--- src/rtl/stereo_pkg.sv ---
// stereo_pkg: constants and types shared by the SAD stage and the disparity selector
package stereo_pkg;
    localparam int STEREO_DATA_WIDTH = 8;
    localparam int STEREO_MAX_DISP = 64;
    localparam logic [STEREO_DATA_WIDTH-1:0] SAD_INVALID = '1;
    typedef enum logic {IDLE, ACCUM} wta_state_t;
endpackage

--- src/rtl/disparity_wta.sv ---
// disparity_wta: winner-takes-all minimum-cost disparity selection over a per-pixel SAD cost stream
module disparity_wta
    import stereo_pkg::*;
#(
    parameter int DATA_WIDTH = STEREO_DATA_WIDTH,
    parameter int MAX_DISP = STEREO_MAX_DISP,
    localparam int DISP_WIDTH = (MAX_DISP > 1) ? $clog2(MAX_DISP) : 1
)(
    input  logic                  clk,
    input  logic                  rst,
    input  logic                  ready,
    input  logic [DATA_WIDTH-1:0] i_sad_data,
    input  logic                  i_sad_valid,
    input  logic                  i_first,
    output logic [DISP_WIDTH-1:0] o_disp_data,
    output logic [DATA_WIDTH-1:0] o_min_cost,
    output logic                  o_disp_invalid,
    output logic                  o_disp_valid,
    output logic                  o_seq_err
);
    localparam int CNT_WIDTH = DISP_WIDTH + 1;
    localparam logic [CNT_WIDTH-1:0] LAST = CNT_WIDTH'(MAX_DISP - 1);
    localparam logic [DATA_WIDTH-1:0] INVALID = '1;
    wta_state_t            r_state, w_state;
    logic [CNT_WIDTH-1:0]  r_cnt, w_cnt;
    logic [DATA_WIDTH-1:0] r_best_cost, w_cost;
    logic [DISP_WIDTH-1:0] r_best_idx, w_idx;
    logic                  w_load, w_step, w_take, w_done, w_seq_err;
    // Candidate accept, strict-less-than compare/select and next-state decode
    always_comb begin
        w_load    = ready & i_sad_valid & i_first;
        w_step    = ready & i_sad_valid & ~i_first & (r_state == ACCUM);
        w_take    = w_load | (w_step & (i_sad_data < r_best_cost));
        w_cost    = w_take ? i_sad_data : r_best_cost;
        w_idx     = w_load ? '0 : w_take ? r_cnt[DISP_WIDTH-1:0] : r_best_idx;
        w_done    = (w_load & (MAX_DISP == 1)) | (w_step & (r_cnt == LAST));
        w_cnt     = w_done ? '0 : w_load ? CNT_WIDTH'(1) : w_step ? r_cnt + 1'b1 : r_cnt;
        w_state   = w_done ? IDLE : w_load ? ACCUM : r_state;
        w_seq_err = o_seq_err | (ready & i_sad_valid & ((~i_first & (r_state == IDLE)) | (i_first & (r_state == ACCUM))));
    end
    // State, running best and output registers; everything holds while ready is low
    always_ff @(posedge clk or posedge rst) begin
        if (rst) begin
            r_state        <= IDLE;
            r_cnt          <= '0;
            r_best_cost    <= INVALID;
            r_best_idx     <= '0;
            o_disp_data    <= '0;
            o_min_cost     <= INVALID;
            o_disp_invalid <= 1'b0;
            o_disp_valid   <= 1'b0;
            o_seq_err      <= 1'b0;
        end else if (ready) begin
            r_state      <= w_state;
            r_cnt        <= w_cnt;
            r_best_cost  <= w_cost;
            r_best_idx   <= w_idx;
            o_disp_valid <= w_done;
            o_seq_err    <= w_seq_err;
            if (w_done) begin
                o_disp_data    <= w_idx;
                o_min_cost     <= w_cost;
                o_disp_invalid <= (w_cost == INVALID);
            end
        end
    end
endmodule

--- config.mk ---
export PLATFORM = sky130hd
export DESIGN_NAME = disparity_wta
export DESIGN_NICKNAME = d
export VERILOG_FILES = /design/src/rtl/stereo_pkg.sv /design/src/rtl/disparity_wta.sv
export SDC_FILE = /design/constraint.sdc
export NUM_CORES = 1
export LEC_CHECK = 0
export BUFFER_PORTS_ARGS = -buffer_cell sky130_fd_sc_hd__buf_2
export CORE_ASPECT_RATIO = 0.7
export CORE_MARGIN = 2
export CORE_UTILIZATION = 50
export CTS_BUF_LIST = sky130_fd_sc_hd__clkbuf_16
export CTS_CLUSTER_SIZE = 25
export DETAILED_ROUTE_END_ITERATION = 10
export MAX_ROUTING_LAYER = met4
export PLACE_DENSITY = 0.71
export SLEW_MARGIN = 20
export SYNTH_ARGS = -nofsm -noshare
export SYNTH_HDL_FRONTEND = slang
export SYNTH_SLANG_ARGS = --single-unit
--- constraint.sdc ---
create_clock -name clk -period 2.66 [get_ports clk]
set_clock_uncertainty 0.15 [all_clocks]
set_input_delay 0.399 -clock clk [delete_from_list [all_inputs] [get_ports clk]]
set_output_delay 0.399 -clock clk [all_outputs]
set_load 0.1 [all_outputs]
==> impl_metrics.toml, run 1 <==
[synth]
synth_cell_types = 37
yosysTopAreaCellShare_pct = 27.1
ys_seq_area_share_pct = 46.8
syn_inst = 232
yosys_most_used_dff = "dfrtp_1"
synthArstFlopShare_pct = 100
syn-num-nets = 253
yosysWarnings = 0
synth.area.top_cells = "dfrtp_1, dfstp_2, nand3_1"
synth_most_common_cell = "nand3_1"
syn-cell-area_um2 = 2130
synth-edff-count = 0
ys_ff_latch = 39
synth_area_leader_cell = "dfrtp_1"
synth_common_cells = "nand3_1, nand2_1, o21ai_0"
synth_area_per_cell_um2 = 9.17

[grt]
antenna_found_initial = 0
grt_pass1_wl_um = 8050
first_global_vias = 1612
grt_use_total_pct = 23.5
grt_max_degree = 40
grt-ovfl-total = 0

[pwr]
switching_power_uw = 458
ir_drop_v = 0.000514
clock_power_share_pct = 35.6
power_frac_comb_pct = 17.5
switching_share_pct = 29.1
cellLeakagePower_nw = 1.11
total_power_mw = 1.57
seqPwrFrac_pct = 47.0
p_per_area_nw_per_um2 = 642
p_int_mw = 1.12

[detailed_routing]
wl_met3_um = 390
drt_wl_total_um = 4910
met1_length_um = 2570
vias = 1818
wl_met2_um = 1790
routed.top_layer = "met4"
dr.pass1.iters = 5
drc = 0
viasPerCell = 5.79
drt_iter0_drc = 189
ant_nets = 0
wl_per_cell_um = 15.6

[worst_setup_path]
worst_ep_required_time_ns = 2.72
path_max_fanout = 11
worst_setup_path_end_kind = "flip-flop"
slowest_stage = "dfstp_2"
worstPathArrival_ns = 2.58
worst_setup_path_start_kind = "flip-flop"
cp_num_buf_inv = 1
crit_type = "flip-flop to flip-flop"
critPathTopFamily = "compound AO/OA/AOI/OAI gates"
crit_chain = "inv_1, ha_1, a21oi_1, o211a_1, nor2_2, nor2_4, mux2_2"
cp_slowest_stage_delay_ns = 0.54

[layout]
multi_input_area_um2 = 1020
fin_util_pct = 61.4
nFillCells = 354
area_growth_pct = 15.4
finish.net_count = 282
seqCellArea_um2 = 996
drive_gt1_share_pct = 25.6
diodes = 0

[cts]
clkSlewWorstSetupHoldPaths_ns = 0.06
numCtsBuffers = 5
ctsHoldBuffers = 0
cts_sinks = 39
clk_latency_ns = 0.28
cts_max_level = 2
clockBufferDepth = 2
post_cts_buffers = 0
tritoncts = "done"
clockRootBuffer = "clkbuf_16"

[sta]
drv_slew = 0
fin_tns_setup_ns = 0
hold_ws_ns = 0.0702
worst_pin_slew_ns = 0.562
rsz0062_at_grt = "false"
fmax_mhz = 397
final_hold_viol_count = 0
min_period_ns = 2.52
max-slew-margin-rel_pct = 62.4
setup-violations-final = 0
min_period_over_period_pct = 94.8

[placed_design]
routabilityCongestion = 0.931
port-buffer-count = 29
hpwl_um = 3530

[floorplanning]
dieArea_um2 = 4800
die_x_um = 82.0
core_um2 = 3990
fp-row-count = 19
fp.dieH_um = 58.6
ioPinCount = 30
initial_core_util_pct = 53.3

[run_status]
outcome = "finished clean"

[run]
cap_violations = 0

[hold_path]
hp-class = "primary input to async pin"
tightest hold or removal path, stage by stage:
cell	delay, ns
buf_2	0.09
inv_1	0.04
buf_4	0.41
layout make-up:
cell class                 count  area share (%)
tap                           52            2.65
clock inverter                 3           0.510
sequential                    39            40.6
inverter                      11            1.68
timing repair buffer          35            7.75
clock buffer                   5            5.10
multi-input combinational    169            41.7
registers in the layout (all words and copies together) (netlist names):
register,cells
o_disp_data,6
r_best_idx,6
o_disp_valid,1
o_seq_err,1
o_min_cost,8
r_cnt,7
r_best_cost,8
o_disp_invalid,1
r_state,1
power groups by stage:
stage / clock network, mW / registers [mW] / logic (mW)
after floorplan: 0 / 0.725 / 0.203
after global placement: 0 / 0.744 / 0.267
after detailed placement: 0 / 0.745 / 0.269
after CTS: 0.575 / 0.736 / 0.270
after global routing: 0.601 / 0.748 / 0.316
final: 0.560 / 0.739 / 0.275
per-stage QoR:
step | cell area, µm² | setup WS, ns | std cells
final | 2450 | 0.138 | 314
after global routing | 2450 | 0.0329 | 314
after CTS | 2450 | 0.159 | 314
after detailed placement | 2310 | 0.171 | 306
after global placement | 2310 | 0.198 | 306
after floorplan | 2130 | 0.468 | 232
logic make-up (layout without fill, tap and decap cells):
| family | after synthesis | in the layout | synth area share (%) |
|---|---|---|---|
| muxes | 1 | 1 | 0.529 |
| xor gates and xnor gates | 1 | 1 | 0.412 |
| AOI/OAI and AO/OA | 61 | 61 | 17.6 |
| and+or+nand+nor | 98 | 98 | 24.6 |
| adders and majority gates | 8 | 8 | 4.71 |
| buffers and inverters | 24 | 54 | 5.29 |
| DFF | 39 | 39 | 46.8 |
cells in the final DEF (no fill, tap or decap), types with 2 or more instances in the layout:
cell / synthesis / final
clkbuf_16: 0 / 5
inv_1: 11 / 13
buf_4: 0 / 6
nand3_1: 30 / 30
or2_2: 2 / 2
o21ai_0: 24 / 24
nand2_1: 27 / 27
nor2_2: 2 / 2
o21a_1: 2 / 2
nor3_1: 3 / 2
or3_1: 2 / 2
o31ai_1: 2 / 2
o211ai_1: 15 / 15
dfstp_2: 16 / 16
nand4_1: 15 / 15
and3_1: 3 / 3
nor2_1: 5 / 5
a21oi_1: 12 / 12
nor2b_1: 2 / 2
ha_1: 8 / 8
dfrtp_1: 23 / 23
buf_2: 6 / 29
metal layers:
| metal | global-route usage (%) | vias up |
|---|---|---|
| li1 | - | 907 |
| met3 | 5.21 | 13 |
| met2 | 27.4 | 70 |
| met5 | - | - |
| met1 | 37.4 | 828 |
| met4 | 11.0 | 0 |
path summary, 6_finish.rpt:
kind                                       startpoint                         end  slack [ns]  cells after the start
max reg2reg                r_best_cost[7]$_DFFE_PP1P_  r_best_cost[0]$_DFFE_PP1P_        0.14                      7
min in group clk                        i_sad_data[5]  r_best_cost[5]$_DFFE_PP1P_        0.23                      3
min                                               rst  o_disp_data[2]$_DFFE_PP0P_        0.07                      3
max in group asynchronous                         rst   o_min_cost[2]$_DFFE_PP1P_        1.92                      3
max                        r_best_cost[7]$_DFFE_PP1P_  r_best_cost[0]$_DFFE_PP1P_        0.14                      7
min reg2reg                 o_min_cost[0]$_DFFE_PP1P_   o_min_cost[0]$_DFFE_PP1P_        0.32                      2
timing repair:
item | CTS | global route
endpoints found under the hold margin | 0 | 0
setup endpoints to repair | 0 | 6
gates resized for setup | 0 | 1
(Power assumes the default switching activity.)
==> inputs of run 2 (changes only) <==
--- a/config.mk
+++ b/config.mk
@@ -5,15 +5,18 @@
 export SDC_FILE = /design/constraint.sdc
 export NUM_CORES = 1
 export LEC_CHECK = 0
+export ABC_CLOCK_PERIOD_IN_PS = 2660
 export BUFFER_PORTS_ARGS = -buffer_cell sky130_fd_sc_hd__buf_2
+export CELL_PAD_IN_SITES_DETAIL_PLACEMENT = 0
+export CELL_PAD_IN_SITES_GLOBAL_PLACEMENT = 1
 export CORE_ASPECT_RATIO = 0.7
 export CORE_MARGIN = 2
-export CORE_UTILIZATION = 50
+export CORE_UTILIZATION = 43
 export CTS_BUF_LIST = sky130_fd_sc_hd__clkbuf_16
 export CTS_CLUSTER_SIZE = 25
 export DETAILED_ROUTE_END_ITERATION = 10
 export MAX_ROUTING_LAYER = met4
-export PLACE_DENSITY = 0.71
+export PLACE_DENSITY_LB_ADDON = 0.1
 export SLEW_MARGIN = 20
 export SYNTH_ARGS = -nofsm -noshare
 export SYNTH_HDL_FRONTEND = slang
==> run 2 against run 1 <==
Critical path depth unchanged. Setup slack better by 0.0086 ns. Hold slack worse by 0.068 ns. Largest power group unchanged. Register-to-register slack about the same. Design area up 2.3%.
==> impl_metrics.toml, run 2 (synthesis gave the netlist of run 1 again) <==
[layout]
area_growth_pct = 18.0
drive_gt1_share_pct = 26.4
finish.net_count = 285
nFillCells = 465
diodes = 0
final_area_um2 = 2510
layout_commonest_cell = "nand3_1"
most-common-layout-cells = "nand3_1, buf_2, nand2_1"
reg.largest.list = "o_min_cost x8, r_best_cost x8, r_cnt x7"

[sta]
setup-violations-final = 0
min_period_ns = 2.51
drv_slew = 0
fin_tns_setup_ns = 0
rsz0062_at_grt = "false"
min_period_over_period_pct = 94.5
fmax_mhz = 398
final_hold_viol_count = 0
finalWorstSetupSlack_ns = 0.147
worst_pin_slew_ns = 0.584
hold_ws_ns = 0.00204
max-slew-margin-rel_pct = 60.9

[hold_path]
hp-class = "primary input to async pin"

[floorplanning]
initial_core_util_pct = 44.5
die_x_um = 88.1
fp-row-count = 21
fp.dieH_um = 62.8
dieArea_um2 = 5530
ioPinCount = 30
core_um2 = 4780

[worst_setup_path]
r2r_setup_slack_ns = 0.15
worst_setup_path_end_kind = "flip-flop"
r2r-start = "r_best_cost[7]$_DFFE_PP1P_"
regToRegEndpoint = "r_best_cost[0]$_DFFE_PP1P_"
path_max_fanout = 11
crit_type = "flip-flop to flip-flop"
worst_ep_required_time_ns = 2.72
worstRegToRegCells = 7
worst_setup_path_start_kind = "flip-flop"
worstPathArrival_ns = 2.57

[detailed_routing]
viasPerCell = 5.38
dr.pass1.iters = 4
drc = 0
vias = 1797
wl_per_cell_um = 15.2
ant_nets = 0
drt_wl_total_um = 5070
drt_iter0_drc = 82

[grt]
grt_pass1_wl_um = 8920
grt-ovfl-total = 0
antenna_found_initial = 0
grt_max_degree = 28
grt_use_total_pct = 21.2
first_global_vias = 1789

[run]
cap_violations = 0

[cts]
clkSlewWorstSetupHoldPaths_ns = 0.06
clockBufferDepth = 2
tritoncts = "done"
cts_sinks = 39
post_cts_resized = 0
ctsHoldBuffers = 0
post_cts_buffers = 0
cts_max_level = 2
clk_latency_ns = 0.28
clockRootBuffer = "clkbuf_16"
numCtsBuffers = 5

[pwr]
cellLeakagePower_nw = 1.13
p_per_area_nw_per_um2 = 630
ir_drop_v = 0.000358
total_power_mw = 1.58

[placed_design]
hpwl_um = 3790
dp_slack_ns = 0.183
routabilityCongestion = 0.780
dpl_cell_area_um2 = 2370
port-buffer-count = 29

[run_status]
outcome = "finished clean"
[run 2: worst max-delay path, cell delays in order, from the launching register on]
cell,delay [ns]
dfstp_2,0.55
inv_1,0.06
ha_1,0.30
a21oi_1,0.20
o211a_1,0.38
nor2_2,0.19
nor2_4,0.25
mux2_2,0.36
[run 2: worst max-delay path by stage]
stage	startpoint	to	slack [ns]
after detailed placement	r_best_cost[7]$_DFFE_PP1P_	r_best_cost[0]$_DFFE_PP1P_	0.18
after global routing	r_best_cost[7]$_DFFE_PP1P_	r_best_cost[0]$_DFFE_PP1P_	0.06
after floorplan	r_best_cost[7]$_DFFE_PP1P_	r_best_cost[0]$_DFFE_PP1P_	0.47
after CTS	r_best_cost[3]$_DFFE_PP1P_	o_disp_data[4]$_DFFE_PP0P_	0.17
final	r_best_cost[7]$_DFFE_PP1P_	r_best_cost[0]$_DFFE_PP1P_	0.15
after global placement	r_best_cost[7]$_DFFE_PP1P_	r_best_cost[0]$_DFFE_PP1P_	0.19
[run 2: metal layers]
layer / vias up / track usage (%) / share of wire, % / wire length (µm)
li1: 916 / - / - / -
met2: 39 / 26.8 / 39 / 1970
met1: 837 / 33.4 / 55 / 2800
met3: 5 / 4.10 / 5.0 / 253
met4: 0 / 6.63 / 0.79 / 40
met5: - / - / 0 / 0
[run 2: cell type report]
| type | instances | area, µm² | area share (%) |
|---|---|---|---|
| clock buffer | 5 | 125 | 4.99 |
| clock inverter | 3 | 12.5 | 0.499 |
| inverter | 11 | 41.3 | 1.65 |
| multi-input combinational | 169 | 1020 | 40.8 |
| sequential | 39 | 996 | 39.7 |
| tap | 69 | 86.3 | 3.44 |
| timing repair buffer | 38 | 225 | 8.97 |
[run 2: report_power, final]
part,switching (mW),internal (mW),leakage [nW],total (mW)
logic,0.185,0.104,0.579,0.289
clock network,0.220,0.338,0.0762,0.558
registers,0.0514,0.682,0.473,0.733
total,0.456,1.12,1.13,1.58
[run 2: metrics by stage]
step | std cells | util [%]
2_1_floorplan | 232 | -
3_3_place_gp | 326 | 49.5
3_5_place_dp | 326 | 49.5
4_1_cts | 334 | 52.4
5_1_grt | 334 | 52.5
6_report | 334 | 52.5
